[config.mk]
export PLATFORM = sky130hd
export DESIGN_NAME = fir_requant_decim_flat
export DESIGN_NICKNAME = d
export VERILOG_FILES = /design/src/rtl/fir_requant_decim_if.sv /design/src/rtl/fir_requant_decim.sv /design/src/flat_wrapper.sv
export SDC_FILE = /design/constraint.sdc
export NUM_CORES = 1
export LEC_CHECK = 0
export ABC_CLOCK_PERIOD_IN_PS = 5000
export BUFFER_PORTS_ARGS = -buffer_cell sky130_fd_sc_hd__buf_4
export CORE_MARGIN = 10
export CORE_UTILIZATION = 45
export DETAILED_ROUTE_END_ITERATION = 7
export PLACE_DENSITY = 0.73
export SLEW_MARGIN = 20
export SYNTH_ARGS = -nofsm -noshare
export SYNTH_HDL_FRONTEND = slang
export SYNTH_SLANG_ARGS = --single-unit
[constraint.sdc]
create_clock -name clk -period 5 [get_ports clk]
set_input_delay 0.5 -clock clk [delete_from_list [all_inputs] [get_ports clk]]
set_output_delay 0.5 -clock clk [all_outputs]
set_load 0.01 [all_outputs]
[src/rtl/fir_requant_decim_if.sv]
//------------------------------------------------------------------------------
// Module   : fir_requant_decim_if
// Brief    : AXI-Stream input (32-bit) and output (16-bit) bundle for the
//            FIR requantise/decimate stage.
// Revision : 1.0
//------------------------------------------------------------------------------
`default_nettype none

interface fir_requant_decim_if;
  logic [31:0] s_axis_rq_tdata;
  logic [3:0]  s_axis_rq_tkeep;
  logic        s_axis_rq_tlast;
  logic        s_axis_rq_tvalid;
  logic        s_axis_rq_tready;
  logic [15:0] m_axis_rq_tdata;
  logic [1:0]  m_axis_rq_tkeep;
  logic        m_axis_rq_tlast;
  logic        m_axis_rq_tvalid;
  logic        m_axis_rq_tready;

  // Upstream producer / downstream consumer side
  modport master (
    output s_axis_rq_tdata, s_axis_rq_tkeep, s_axis_rq_tlast, s_axis_rq_tvalid,
    input  s_axis_rq_tready,
    input  m_axis_rq_tdata, m_axis_rq_tkeep, m_axis_rq_tlast, m_axis_rq_tvalid,
    output m_axis_rq_tready
  );

  // Requantiser side
  modport slave (
    input  s_axis_rq_tdata, s_axis_rq_tkeep, s_axis_rq_tlast, s_axis_rq_tvalid,
    output s_axis_rq_tready,
    output m_axis_rq_tdata, m_axis_rq_tkeep, m_axis_rq_tlast, m_axis_rq_tvalid,
    input  m_axis_rq_tready
  );
endinterface

`default_nettype wire

[src/rtl/fir_requant_decim.sv]
//------------------------------------------------------------------------------
// Module   : fir_requant_decim
// Brief    : Keeps 1 of every DECIM beats (tlast always kept), rounds/shifts
//            and saturates to 16-bit, buffers through a 2-entry output FIFO.
//            Define FIR_REQUANT_ROUND_EN for round-half-up, else truncation.
// Revision : 1.0
//------------------------------------------------------------------------------
`default_nettype none

module fir_requant_decim #(
  parameter int DECIM = 4,
  parameter int SHIFT = 15
) (
  input  logic                 clk,
  input  logic                 reset,
  fir_requant_decim_if.slave   rq,
  output logic                 sat_flag
);

  localparam int PW = (DECIM > 1) ? $clog2(DECIM) : 1;

`ifdef FIR_REQUANT_ROUND_EN
  localparam logic signed [32:0] C_ROUND_BIAS = 33'sd1 <<< (SHIFT - 1);
`else
  localparam logic signed [32:0] C_ROUND_BIAS = 33'sd0;
`endif

  logic        r_s_tready;
  logic        w_accept;
  logic        w_phase_zero;
  logic        w_keep;
  logic        w_pop;
  logic [1:0]  r_count;
  logic [1:0]  w_count_nxt;
  logic        r_wr_ptr;
  logic        r_rd_ptr;
  logic [16:0] r_mem [2];

  logic signed [32:0] w_ext;
  logic signed [32:0] w_sum;
  logic signed [32:0] w_shifted;
  logic               w_sat_hi;
  logic               w_sat_lo;
  logic [15:0]        w_q;
  logic               w_unused;

  assign w_accept = rq.s_axis_rq_tvalid & r_s_tready;
  assign w_keep   = w_accept & (w_phase_zero | rq.s_axis_rq_tlast);
  assign w_pop    = (r_count != 2'd0) & rq.m_axis_rq_tready;

  generate
    if (DECIM > 1) begin : g_phase
      logic [PW-1:0] r_phase;

      always_ff @(posedge clk) begin
        if (reset) begin
          r_phase <= '0;
        end else if (w_accept) begin
          if (rq.s_axis_rq_tlast || (r_phase == PW'(DECIM - 1)))
            r_phase <= '0;
          else
            r_phase <= r_phase + 1'b1;
        end
      end

      assign w_phase_zero = (r_phase == '0);
    end else begin : g_no_phase
      assign w_phase_zero = 1'b1;
    end
  endgenerate

  // 33-bit sign extension keeps the rounding add from wrapping
  assign w_ext     = {rq.s_axis_rq_tdata[31], rq.s_axis_rq_tdata};
  assign w_sum     = w_ext + C_ROUND_BIAS;
  assign w_shifted = w_sum >>> SHIFT;
  assign w_sat_hi  = (w_shifted > 33'sd32767);
  assign w_sat_lo  = (w_shifted < -33'sd32768);
  assign w_q       = w_sat_hi ? 16'h7FFF : (w_sat_lo ? 16'h8000 : w_shifted[15:0]);

  always_comb begin
    w_count_nxt = r_count;
    case ({w_keep, w_pop})
      2'b10:   w_count_nxt = r_count + 2'd1;
      2'b01:   w_count_nxt = r_count - 2'd1;
      default: w_count_nxt = r_count;
    endcase
  end

  always_ff @(posedge clk) begin
    if (reset) begin
      for (int i = 0; i < 2; i++) r_mem[i] <= '0;
      r_wr_ptr   <= 1'b0;
      r_rd_ptr   <= 1'b0;
      r_count    <= 2'd0;
      r_s_tready <= 1'b0;
      sat_flag   <= 1'b0;
    end else begin
      if (w_keep) begin
        r_mem[r_wr_ptr] <= {rq.s_axis_rq_tlast, w_q};
        r_wr_ptr        <= ~r_wr_ptr;
      end
      if (w_pop) r_rd_ptr <= ~r_rd_ptr;
      r_count    <= w_count_nxt;
      r_s_tready <= (w_count_nxt < 2'd2);
      if (w_keep && (w_sat_hi || w_sat_lo)) sat_flag <= 1'b1;
    end
  end

  assign rq.s_axis_rq_tready = r_s_tready;
  assign rq.m_axis_rq_tvalid = (r_count != 2'd0);
  assign rq.m_axis_rq_tdata  = r_mem[r_rd_ptr][15:0];
  assign rq.m_axis_rq_tlast  = r_mem[r_rd_ptr][16];
  assign rq.m_axis_rq_tkeep  = 2'b11;

  assign w_unused = ^rq.s_axis_rq_tkeep;

endmodule

`default_nettype wire

[src/flat_wrapper.sv]
// flat-port wrapper written by rule: the top's interface ports become plain ports
module fir_requant_decim_flat 
#(
  parameter int DECIM = 4,
  parameter int SHIFT = 15
)
  (clk, reset, sat_flag, rq_s_axis_rq_tdata, rq_s_axis_rq_tkeep, rq_s_axis_rq_tlast, rq_s_axis_rq_tvalid, rq_s_axis_rq_tready, rq_m_axis_rq_tdata, rq_m_axis_rq_tkeep, rq_m_axis_rq_tlast, rq_m_axis_rq_tvalid, rq_m_axis_rq_tready);
  fir_requant_decim_if rq_i ();
  input  logic clk;
  input  logic reset;
  output logic sat_flag;
  input wire logic [$bits(rq_i.s_axis_rq_tdata)-1:0] rq_s_axis_rq_tdata;
  input wire logic [$bits(rq_i.s_axis_rq_tkeep)-1:0] rq_s_axis_rq_tkeep;
  input wire logic [$bits(rq_i.s_axis_rq_tlast)-1:0] rq_s_axis_rq_tlast;
  input wire logic [$bits(rq_i.s_axis_rq_tvalid)-1:0] rq_s_axis_rq_tvalid;
  output wire logic [$bits(rq_i.s_axis_rq_tready)-1:0] rq_s_axis_rq_tready;
  output wire logic [$bits(rq_i.m_axis_rq_tdata)-1:0] rq_m_axis_rq_tdata;
  output wire logic [$bits(rq_i.m_axis_rq_tkeep)-1:0] rq_m_axis_rq_tkeep;
  output wire logic [$bits(rq_i.m_axis_rq_tlast)-1:0] rq_m_axis_rq_tlast;
  output wire logic [$bits(rq_i.m_axis_rq_tvalid)-1:0] rq_m_axis_rq_tvalid;
  input wire logic [$bits(rq_i.m_axis_rq_tready)-1:0] rq_m_axis_rq_tready;
  assign rq_i.s_axis_rq_tdata = rq_s_axis_rq_tdata;
  assign rq_i.s_axis_rq_tkeep = rq_s_axis_rq_tkeep;
  assign rq_i.s_axis_rq_tlast = rq_s_axis_rq_tlast;
  assign rq_i.s_axis_rq_tvalid = rq_s_axis_rq_tvalid;
  assign rq_s_axis_rq_tready = rq_i.s_axis_rq_tready;
  assign rq_m_axis_rq_tdata = rq_i.m_axis_rq_tdata;
  assign rq_m_axis_rq_tkeep = rq_i.m_axis_rq_tkeep;
  assign rq_m_axis_rq_tlast = rq_i.m_axis_rq_tlast;
  assign rq_m_axis_rq_tvalid = rq_i.m_axis_rq_tvalid;
  assign rq_i.m_axis_rq_tready = rq_m_axis_rq_tready;
  fir_requant_decim #(.DECIM(DECIM), .SHIFT(SHIFT)) u_core (.clk(clk), .reset(reset), .rq(rq_i), .sat_flag(sat_flag));
endmodule
Word level (Yosys, flattened, before mapping)

Memory sizes are Yosys's and may differ from the RTL's. A register that Yosys moved wholly into a read port is not among the register bits.
Cells that the tools add are included.

Output and inout port bits: 22
Memories kept: 1
Bits in registers: 8
Word-level logic and storage cells: 42
Bits of input ports: 41
RAM bits: 34

Memories:

| name         | depth | bits a word | rd ports | clocked after memory_dff | wr ports | RTL line                | text |
|---|---|---|---|---|---|---|---|
| u_core.r_mem | 2     | 17          | 1        | 1                        | 2        | fir_requant_decim.sv:37 | `logic [16:0] r_mem [2];` |

$lt $le $gt $ge: 3
$add $sub $neg: 3
Bitwise operators: 6
Equality and inequality tests: 3
Mux-type cells: 14
Reductions and logical operators: 6

Operators by type and width:

| kind                                                             | count |
|---|---|
| two-way mux 16 bit                                               | 2 |
| greater-than comparator 17 x 16 -> 1 bit (second input constant) | 1 |
| less-than comparator 17 x 16 -> 1 bit (second input constant)    | 1 |
| two-way mux 17 bit                                               | 1 |
| OR reduction 17 bit                                              | 1 |
| two-way mux 1 bit                                                | 9 |
| adder 2 x 1 -> 2 bit (second input constant)                     | 2 |
| equality test 2 bit (second input constant)                      | 2 |
| case mux 2 bit (2 select lines)                                  | 1 |
| AND 1 bit                                                        | 3 |
| equality test 2 x 1 -> 1 bit (second input constant)             | 1 |
| zero test 2 bit                                                  | 1 |
| logical OR 1 bit                                                 | 2 |
| less-than comparator 2 bit (second input constant)               | 1 |
| two-way mux 2 bit                                                | 1 |
| inverter 1 bit                                                   | 2 |
| nonzero test 2 bit                                               | 1 |
| subtractor 2 x 1 -> 2 bit (second input constant)                | 1 |
| logical AND 1 bit                                                | 1 |
| OR 1 bit                                                         | 1 |

Logic depth before layout (Yosys ltp)

Gate-level depths: netlist of run 1.

Word-level depth: 8
Depth in mapped cells: 8
Mapped depth without buffers: 8

Least setup slack after synthesis of run 1

OpenSTA, ideal clock, no wires.

Path kind: flip-flop to flip-flop
Start point: reg u_core.g_phase.r_phase[0]
End point: mem u_core.r_mem[0][0], enable pin
Setup time: 415 ps
Data required time: 4,585 ps
Stages on the path, launching flop included: 6
Clock period less this slack: 2,393 ps
Path slack: 2,607 ps
Data arrival time: 1,978 ps
Cell sequence: dfxtp_1 inv_1 ha_1 o211a_4 inv_2 o21ai_0

RTL lines:

| item                   | RTL line                | text |
|---|---|---|
| start, declared        | fir_requant_decim.sv:53 | `logic [PW-1:0] r_phase;` |
| start signal, assigned | fir_requant_decim.sv:62 | `r_phase <= r_phase + 1'b1;` |
| end, declared          | fir_requant_decim.sv:37 |  |

==> results of run 1 <==
cells in the mapped netlist:
library cell / instances / area [µm²]
a21oi_1: 3 / 15.01
buf_2: 2 / 10.01
buf_4: 2 / 15.01
buf_6: 2 / 22.52
clkbuf_1: 4 / 15.01
conb_1: 1 / 3.750
dfxtp_1: 9 / 180.2
edfxtp_1: 34 / 1021
ha_1: 3 / 37.54
inv_1: 8 / 30.03
inv_2: 1 / 3.750
maj3_1: 2 / 20.02
mux2_2: 17 / 191.4
mux2i_1: 2 / 20.02
nand2_1: 5 / 18.77
nand2b_1: 1 / 6.260
nand3_1: 1 / 5.000
nand4_1: 2 / 12.51
nor2_1: 41 / 153.9
nor2b_1: 1 / 6.260
o211a_4: 1 / 17.52
o21a_1: 1 / 7.510
o21ai_0: 14 / 70.07
or2_2: 2 / 12.51
or3_1: 1 / 6.260
xnor2_1: 3 / 26.28
xor2_1: 2 / 17.52
final timing paths:
check,slack [ns],end,cells past startpoint
setup / recovery,2.49,u_core.r_mem[1][13]$_SDFFCE_PN0P_,5
setup reg to reg,2.49,u_core.r_mem[1][13]$_SDFFCE_PN0P_,5
hold reg to reg,0.47,u_core.g_phase.r_phase[1]$_SDFFE_PP0P_,2
hold / removal,0.44,u_core.g_phase.r_phase[0]$_SDFFE_PP0P_,2
power by group through the flow:
stage,Sequential [µW],Clock (µW),Combinational (µW)
CTS,480,226,280
floorplan,466,0,184
detailed placement,488,0,278
global route,485,245,301
global placement,485,0,277
finish,479,223,273
worst max-delay path, delay by kind of cell, from the launching register on:
| family | cells | cell delay (ns) |
|---|---|---|
| AO/OA/AOI/OAI | 1 | 0.25 |
| flip-flops | 1 | 0.38 |
| buffers and inverters | 1 | 0.07 |
| AND/OR/NAND/NOR | 2 | 1.17 |
| adder cells (fa/ha/maj) | 1 | 0.20 |
metrics by stage:
stage | power [µW] | setup slack, ns | instances | instance area, µm²
3_3_place_gp | 761.9 | 2.436 | 248 | 2265
3_5_place_dp | 766.1 | 2.447 | 248 | 2265
6_report | 974.6 | 2.486 | 256 | 2357
2_1_floorplan | 649.4 | 2.607 | 166 | 1949
4_1_cts | 985.7 | 2.476 | 256 | 2357
5_1_grt | 1031 | 2.291 | 256 | 2357
kinds of logic (layout without fill, tap and decap cells):
family | count (synthesis) | after routing | synth area share
and+or+nand+nor | 54 | 54 | 0.1138
DFF | 43 | 43 | 0.6174
AOI/OAI and AO/OA | 19 | 19 | 0.05659
muxes | 19 | 19 | 0.1087
buffers and inverters | 19 | 59 | 0.04951
adders and majority gates | 5 | 5 | 0.02958
xor gates and xnor gates | 5 | 5 | 0.02251
other | 1 | 2 | 0.001927
flip-flops by register name, summed over array words and instances (netlist names), named ones only:
signal,cells
u_core.g_phase.r_phase,2
u_core.r_count,2
u_core.r_mem,34
u_core.r_rd_ptr,1
u_core.r_wr_ptr,1
u_core.rq.s_axis_rq_tready,1
u_core.sat_flag,1
layer usage:
metal,GRT usage,share of wire,up-vias
li1,-,-,639
met1,0.1171,0.42,596
met2,0.1819,0.49,38
met3,0.03879,0.072,7
met4,0.04042,0.013,0
met5,0,0,-
final cells by class:
class | instances | area share
Clock inverter | 3 | 0.01008
Inverter | 9 | 0.01433
Clock buffer | 5 | 0.02919
Multi-Input combinational cell | 104 | 0.2765
Sequential cell | 43 | 0.5096
Tap cell | 50 | 0.02654
Timing Repair Buffer | 42 | 0.1338
==> impl_results.md, run 1 <==
* Max_cap viols at 0
* Max-slew headroom at 0.4414
* Vias in the first global route at ~1400
* Residual DRC at 0
* Most frequent cells in the layout: buf_4, nor2_1, edfxtp_1
* CP startpoint kind: flop
* Reg power frac at 0.492
* Std cell rows at 23
* Mapped cell area at 1946 µm²
* Commonest non-fill, non-tap cell in the layout: buf_4
* Postcts setup bufs at 0
* Final period utilization at 0.5028
* Grt ovf at 0
* Resize count post-CTS at 0
* Number of DRC markers in iteration 0 at 128
* Post-DRT Antenna Nets at 0
* Die footprint at around 7400 µm²
* Initial antenna violation count at 0
* Largest fanout on the critical path at 18
* GPL Wtd Cong at 0.7018
* Critical Path Max Stage Delay at 0.65 ns
* Maximum vdd drop at 0.2929 mV
* Leakage at 0.0009593 µW
* Power Dens Cells at 413.4 nW/µm²
* Crit path max-delay cell type: nand2_1
* Warnings from Yosys at 0
* Htree depth at 2
* Share of cells above drive strength 1 at 0.3447
* Int Power at around 690 µW
* Worst Hold Class: in -> reg
* FILL cells at ~360
* Clock sink count at 43
* TritonCTS clock tree: done
* Worst-path clk slew at around 0.080 ns
* Port buffer count at 41
* Final Util at 0.5769
* Tightest Pin Transition at ~0.84 ns
* Worst setup EP type: flop
* Layout net count at 249
* Crit path time final at 2.514 ns
* Post-synthesis cell count at 165
* Multi-input logic area at between 600 and 700 µm²
* CTS Root Cell: clkbuf_8
* Initial core utilization at 0.4761
* Clock power frac at 0.229
* DIE HEIGHT at 85.76 µm
* Setup Skew at 0.008330 ns
* Setup TNS Final at 0 ns
* Net Switching at ~280 µW
* DR vias at 1280
* Hold Fails Final Rpt at 0
* Clk Latency, worst-skew pair at around 0.30 ns
* Maximum clock insertion buffer count at 2
* Fmax at 397.8 MHz
* Largest net degree at the start of global routing at 19
* Area of the core at 4086 µm²
* Status: completed
* Combinational Power Share at 0.280
* Via-per-instance ratio at about 5.0
* Worst Path Required at 4.87 ns
* Worst r2r src: u_core.g_phase.r_phase[0]$_SDFFE_PP0P_
* CP Cell Sequence: inv_1 > ha_1 > o211a_4 > nand3_1 > nand2_1
* Final Max Tran Viols at 0
* Hold Slack at around 0.44 ns
* First-pass GRT wire length at 6.292 mm
* WL final at 3.814 mm
* Io pins at 63
* Final setup vio count at 0
* Number of distinct library cells after synthesis at 27
* Worst Hold Launch: reset
* CP arrival at 2.38 ns
* Post-synthesis sequential area ratio at 0.6174
* Antenna cell count at 0
* Number of synthesized register bits at 43
* Mean post-synth cell area at 11.79 µm²
* Area grow syn2layout at 21.16%
* Sequential cell area at 1201 µm²
* Drt pass-1 iters at 4
* Crit path from: u_core.g_phase.r_phase[0]$_SDFFE_PP0P_
* Post-CTS Hold Buffers at 0
* Routed length per instance at 14.90 µm
* Post-DP HPWL at 2.678 mm
* TritonCTS buffer count at 5
* RSZ-0062 raised after global routing: no
* CP Class: reg -> reg
* GRT Total Usage at 0.1062
* Die X at 85.76 µm
* Switching Fraction at 0.2907
(Power assumes the default switching activity.)
==> run 2: changes to the inputs <==
- ABC_AREA: default -> 1
- ABC_CLOCK_PERIOD_IN_PS: 5000 -> 2220
- PLACE_DENSITY: 0.73 -> 0.75
- clock period: 5 -> 2.22 ns (I/O delays scaled with it)
==> run 2 against run 1 <==
Against the previous run:
- sequential power grew 110%
- critical path depth is 2 lower
- clock-buffer cell count is 2 higher
- sequential cell count unchanged
- wire length is 9.6% higher
- non-clock buffer count grew 3
- clock skew increased by 0.00091 ns
- via count increased by 13%
- critical endpoint is now rq_m_axis_rq_tdata[4]
- first-iteration DRC count down 18%
- cell count increased by 21%
- utilization is 0.98 points lower
- clock power is 110% higher
- highest routed layer unchanged
==> impl_results.md, run 2 <==
* Regs by FF count: u_core.r_mem x34, u_core.g_phase.r_phase x2, u_core.r_count x2
* Placed standard-cell area at 2439 µm² (+7.7%)
* Antenna cell count at 0 (unchanged)
* Routed length per instance at 13.49 µm (-9.5%)
* Postcts setup bufs at 0 (unchanged)
* Maximum clock insertion buffer count at 2 (unchanged)
* Area leader, netlist: edfxtp_1
* Most frequent cells in the layout: buf_4, nand2_1, nor2_1
* Post-synthesis cell count at 212 (+28%)
* Worst Hold Launch: reset
* Cell with the most instances after synthesis: nand2_1
* Post-route setup slack at 0.3604 ns (-2.126 ns)
* Worst-path clk slew at 0.07 ns (about the same)
* Post-DP HPWL at 3.121 mm (+17%)
* Worst Path Required at 2.00 ns (-2.87 ns)
* Number of enable flip-flop cells after synthesis at 34 (unchanged)
* Clk Latency, worst-skew pair at 0.29 ns (about the same)
* Post-CTS Hold Buffers at 0 (unchanged)
* Max FFs per register at 34 (unchanged)
* Sequential cell area at 1201 µm² (unchanged)
* Hold Slack at 0.1453 ns (-0.2900 ns)
* Post-DRT Antenna Nets at 0 (unchanged)
* Clock sink count at 43 (unchanged)
* Maximum vdd drop at 0.5509 mV (+88%)
* Port buffer count at 41 (unchanged)
* Biggest register: u_core.r_mem
* Hold Fails Final Rpt at 0 (unchanged)
* Setup TNS Final at 0 ns (unchanged)
* FFs w/ async S/R, synth at 0 (unchanged)
* FILL cells at 397 (+10%)
* Vias in the first global route at 1505 (+11%)
* CP arrival at 1.64 ns (-0.74 ns)
* Std cell rows at 24 (+4.3%)
* Htree depth at 2 (unchanged)
* First-pass GRT wire length at 6.955 mm (+11%)
* Number of distinct library cells after synthesis at 23 (-15%)
* Resize count post-CTS at 0 (unchanged)
* Setup slack at placement at 0.5133 ns (-1.934 ns)
* Post-synth top cells: nand2_1, nor2_1, edfxtp_1, inv_1, mux2_2
* Io pins at 63 (unchanged)
* Switching Fraction at 0.2848 (-0.005884)
* Die X at 88.25 µm (+2.9%)
* Commonest non-fill, non-tap cell in the layout: buf_4
* Pwr Total at 2081 µW (+110%)
* Fmax at 537.7 MHz
* Fin area at 2520 µm² (+6.9%)
* Final setup vio count at 0 (unchanged)
* CP startpoint kind: flop
* Number of DRC markers in iteration 0 at 105 (-18%)
* Area grow syn2layout at 20.24%
* Combinational Power Share at 0.282 (+0.002)
* Top_reg_cell synth: edfxtp_1
* Residual DRC at 0 (unchanged)
* Final Max Tran Viols at 0 (unchanged)
* Grt ovf at 0 (unchanged)
* Die footprint at 7787 µm² (+5.9%)
* Initial antenna violation count at 0 (unchanged)
* Clock power frac at 0.225 (-0.004)
* Mapped cell area at 2096 µm² (+7.7%)
* Int Power at 1488 µW (+120%)
* Drt pass-1 iters at 4 (unchanged)
* Leakage at 0.001211 µW (+26%)
* Max_cap viols at 0 (unchanged)
* Crit path time final at 1.860 ns
* Layout net count at 301 (+21%)
* Number of synthesized register bits at 43 (unchanged)
* GRT Total Usage at 0.1136 (+0.007368)
* Final period utilization at 0.8377
* Setup Skew at 0.009236 ns (+0.0009064 ns)
* Net Switching at 592.7 µW (+110%)
* CTS Root Cell: clkbuf_8
* Area of the core at 4444 µm² (+8.8%)
* Initial core utilization at 0.4716 (-0.004552)
* Top cells by area, synth: edfxtp_1, mux2_2, dfxtp_1
* Share of cells above drive strength 1 at 0.2907 (-0.05396)
* Worst r2r src: u_core.r_count[0]$_SDFFE_PP0N_
* DIE HEIGHT at 88.25 µm (+2.9%)
* Largest fanout on the critical path at 9 (-9)
* Largest net degree at the start of global routing at 19 (unchanged)
* TritonCTS buffer count at 5 (unchanged)
* Mean post-synth cell area at 9.886 µm² (-16%)
* Power Dens Cells at 825.7 nW/µm² (+100%)
* Via-per-instance ratio at 4.652 (-7.0%)
* Multi-input logic area at 714.4 µm² (+9.6%)
* Warnings from Yosys at 0 (unchanged)
* Top cell type's share of synthesized area at 0.4872 (-0.03759)
* Status: completed
* Reg power frac at 0.493 (about the same)
* RSZ-0062 raised after global routing: no
* WL final at 4.182 mm (+9.6%)
* Worst Hold Class: in -> reg
* Post-synthesis sequential area ratio at 0.5731 (-0.04423)
* GPL Wtd Cong at 0.7256 (+3.4%)
* Worst setup EP type: primary output
* DR vias at 1442 (+13%)
* TritonCTS clock tree: done
* CP Class: reg -> out
## run 2: changes by cell type in the layout (fill, tap and decap cells not counted), moves of 3 or more
cell and delta:
nand2_1 +39, o21ai_0 -11, a21oi_1 +3, xnor2_1 -3
inv_1 +23, buf_4 +3
## run 2: power groups by stage
stage	combinational, µW	clock, µW	sequential (µW)
after floorplan	372	0	1020
after global placement	588	0	1040
after detailed placement	598	0	1040
after CTS	600	480	1030
after global routing	648	512	1040
final	587	469	1020
## run 2: area by class of cell
cell class,count,share of cell area
sequential,43,0.4767
multi-input combinational,130,0.2835
timing repair buffer,45,0.1341
inverter,32,0.04767
clock buffer,7,0.03029
tap,52,0.02582
clock inverter,1,0.001986
## run 2: per-layer routing
| layer | wire length (µm) | up-vias | part of all wire | GRT usage |
|---|---|---|---|---|
| met5 | 0 | - | 0 | 0 |
| met4 | 27 | 0 | 0.0065 | 0.02643 |
| met3 | 309 | 4 | 0.074 | 0.04963 |
| met2 | 1969 | 33 | 0.47 | 0.1956 |
| met1 | 1874 | 648 | 0.45 | 0.1269 |
| li1 | - | 757 | - | - |
## run 2: final timing paths
check	endpoint	slack (ns)	cells after the start
min	u_core.r_count[1]$_SDFF_PP0_	0.15	2
max reg2reg	u_core.r_count[1]$_SDFF_PP0_	0.51	9
min reg2reg	flop	0.46	1
max	rq_m_axis_rq_tdata[4]	0.36	3
## run 2: cells by family (layout without fill, tap and decap cells)
group | count (synthesis) | in the layout | share of synthesized area
xor gates and xnor gates | 2 | 2 | 0.008360
DFF | 43 | 43 | 0.5731
AOI/OAI and AO/OA | 11 | 11 | 0.03045
muxes | 17 | 17 | 0.09134
buffers and inverters | 40 | 85 | 0.08775
adders and majority gates | 3 | 3 | 0.01791
and+or+nand+nor | 95 | 95 | 0.1893
other | 1 | 2 | 0.001789
## run 2: per-stage QoR
step,std cells,util
floorplan,213,-
global placement,302,0.5487
detailed placement,302,0.5487
CTS,310,0.5670
global route,310,0.5670
finish,310,0.5670
## run 2: worst max-delay path, stage by stage (launching register included)
cell and delay (ns):
dfxtp_1 0.58, buf_4 0.27, mux2_2 0.35, buf_4 0.14
==> run 3: changes to the inputs <==
- ABC_CLOCK_PERIOD_IN_PS: 2220 -> 1800
- PLACE_DENSITY: 0.75 -> 0.72
- clock period: 2.22 -> 1.8 ns (I/O delays scaled with it)
==> run 3 against run 2 <==
Against the previous run:
- utilization grew 1.5 points
- register-to-register slack lost 0.42 ns
- final area rose by 2.7%
- cell count rose by 1.9%
- sequential cell count stayed put
- clock-buffer cell count down 2
- non-clock buffer count is 6 higher
- via count is 3.5% higher
- critical path type is now reg -> reg
- largest cell class unchanged
- largest power group unchanged
- highest routed layer unchanged
==> impl_results.md, run 3 (synthesis gave the netlist of run 2 again) <==
* Post-route setup slack at 0.08549 ns (-0.2749 ns)
* Antenna cell count at 0 (unchanged)
* Max FFs per register at 34 (unchanged)
* Setup Skew at 0.002811 ns (-0.006425 ns)
* CP Class: reg -> reg
* Post-DP HPWL at 3.170 mm (+1.6%)
* Clk Latency, worst-skew pair at 0.29 ns (about the same)
* Status: completed
* Leakage at 0.001245 µW (+2.8%)
* Drt pass-1 iters at 4 (unchanged)
* Post-DRT Antenna Nets at 0 (unchanged)
* Routed length per instance at 13.74 µm (+1.9%)
* Number of DRC markers in iteration 0 at 117 (+11%)
* Vias in the first global route at 1524 (+1.3%)
* Reg2Reg Setup Slack at 0.09 ns (-0.42 ns)
* Worst Hold Class: in -> reg
* Clock sink count at 43 (unchanged)
* Commonest non-fill, non-tap cell in the layout: buf_4
* Worst Path Required at 1.80 ns (-0.20 ns)
* Via-per-instance ratio at 4.722 (+1.5%)
* Maximum vdd drop at 0.4481 mV (-19%)
* Share of cells above drive strength 1 at 0.3220 (+0.03127)
* DIE HEIGHT at 88.25 µm (unchanged)
* Biggest register: u_core.r_mem
* Die X at 88.25 µm (unchanged)
* Htree depth at 2 (unchanged)
* Combinational Power Share at 0.304 (+0.022)
* Worst-path clk slew at 0.08 ns (about the same)
* Largest fanout on the critical path at 10 (+1)
* Int Power at 1862 µW (+25%)
* Final period utilization at 0.9525
* GRT Total Usage at 0.1158 (+0.002232)
* WL final at 4.343 mm (+3.8%)
* Switching Fraction at 0.2883 (+0.003455)
* Residual DRC at 0 (unchanged)
* Io pins at 63 (unchanged)
* TritonCTS clock tree: done
* Die footprint at 7787 µm² (unchanged)
* Crit path time final at 1.715 ns
* Area grow syn2layout at 23.52%
* Largest net degree at the start of global routing at 18 (-1)
* Power Dens Cells at 1011 nW/µm² (+22%)
* Regs by FF count: u_core.r_mem x34, u_core.g_phase.r_phase x2, u_core.r_count x2
* Final setup vio count at 0 (unchanged)
* Layout net count at 307 (+2.0%)
* Grt ovf at 0 (unchanged)
* Clock power frac at 0.221 (-0.004)
* Std cell rows at 24 (unchanged)
* Port buffer count at 41 (unchanged)
* Hold Slack at 0.1024 ns (-0.04299 ns)
* Hold Fails Final Rpt at 0 (unchanged)
* Max_cap viols at 0 (unchanged)
* DR vias at 1492 (+3.5%)
* Initial core utilization at 0.4716 (unchanged)
* CP arrival at 1.72 ns (+0.08 ns)
* CP startpoint kind: flop
* Most frequent cells in the layout: buf_4, nand2_1, nor2_1
* Maximum clock insertion buffer count at 2 (unchanged)
* Area of the core at 4444 µm² (unchanged)
* First-pass GRT wire length at 7.051 mm (+1.4%)
* Worst setup EP type: flop
* Final Max Tran Viols at 0 (unchanged)
* Reg power frac at 0.475 (-0.018)
* Fmax at 583.3 MHz
* RSZ-0062 raised after global routing: yes
* CTS Root Cell: clkbuf_8
* GPL Wtd Cong at 0.8010 (+10%)
* TritonCTS buffer count at 5 (unchanged)
* Initial antenna violation count at 0 (unchanged)
* Net Switching at 754.4 µW (+27%)
* Setup slack at placement at 0.08252 ns (-0.4308 ns)
* Final Util at 0.5825 (+0.01548)
## run 3: layout make-up
| cell class | count | area, µm² |
|---|---|---|
| Clock buffer | 5 | 68.82 |
| Timing Repair Buffer | 51 | 382.9 |
| Inverter | 32 | 120.1 |
| Sequential cell | 43 | 1202 |
| Multi-Input combinational cell | 130 | 734.5 |
| Clock inverter | 3 | 15.01 |
| Tap cell | 52 | 65.06 |
| Fill cell | 403 | 1856 |
## run 3: stage by stage
step	total power (µW)	setup TNS, ns	std cells	instance area, µm²
detailed placement	2035	0	306	2469
finish	2617	0	316	2589
floorplan	1719	0	213	2100
global placement	2016	0	306	2469
CTS	2615	0	314	2552
global route	2769	-0.2791	316	2589
## run 3: worst max-delay path, stage by stage, from the launching register on
cell	delay [ns]
dfxtp_2	0.34
inv_1	0.05
ha_1	0.18
o21ai_4	0.09
buf_4	0.15
buf_4	0.13
nor2_1	0.11
nand2_2	0.09
nand2_1	0.09
buf_4	0.20
## run 3: metal layers
layer | track usage | part of all wire
met5 | 0 | 0
met3 | 0.03493 | 0.046
met1 | 0.1228 | 0.40
met2 | 0.2070 | 0.53
met4 | 0.05286 | 0.019
## run 3: what timing repair did
action,in CTS,in global routing
resized for setup,0,4
hold buffers,0,0
buffers inserted,0,2
endpoints found under the hold margin,0,0
setup endpoints to repair,0,2
## run 3: final timing paths
path | cells past startpoint | from | endpoint
setup / recovery | 9 | u_core.g_phase.r_phase[0]$_SDFFE_PP0P_ | u_core.r_mem[0][3]$_SDFFCE_PN0P_
hold / removal | 2 | reset | u_core.r_count[1]$_SDFF_PP0_
setup reg to reg | 9 | u_core.g_phase.r_phase[0]$_SDFFE_PP0P_ | u_core.r_mem[0][3]$_SDFFCE_PN0P_
hold reg to reg | 1 | u_core.g_phase.r_phase[0]$_SDFFE_PP0P_ | u_core.g_phase.r_phase[0]$_SDFFE_PP0P_
## run 3: power groups by stage
stage	sequential, µW	combinational (µW)	clock, µW
after CTS	1240	773	598
after detailed placement	1270	769	0
final	1240	795	578
after global routing	1260	882	631
after global placement	1260	757	0
after floorplan	1260	458	0
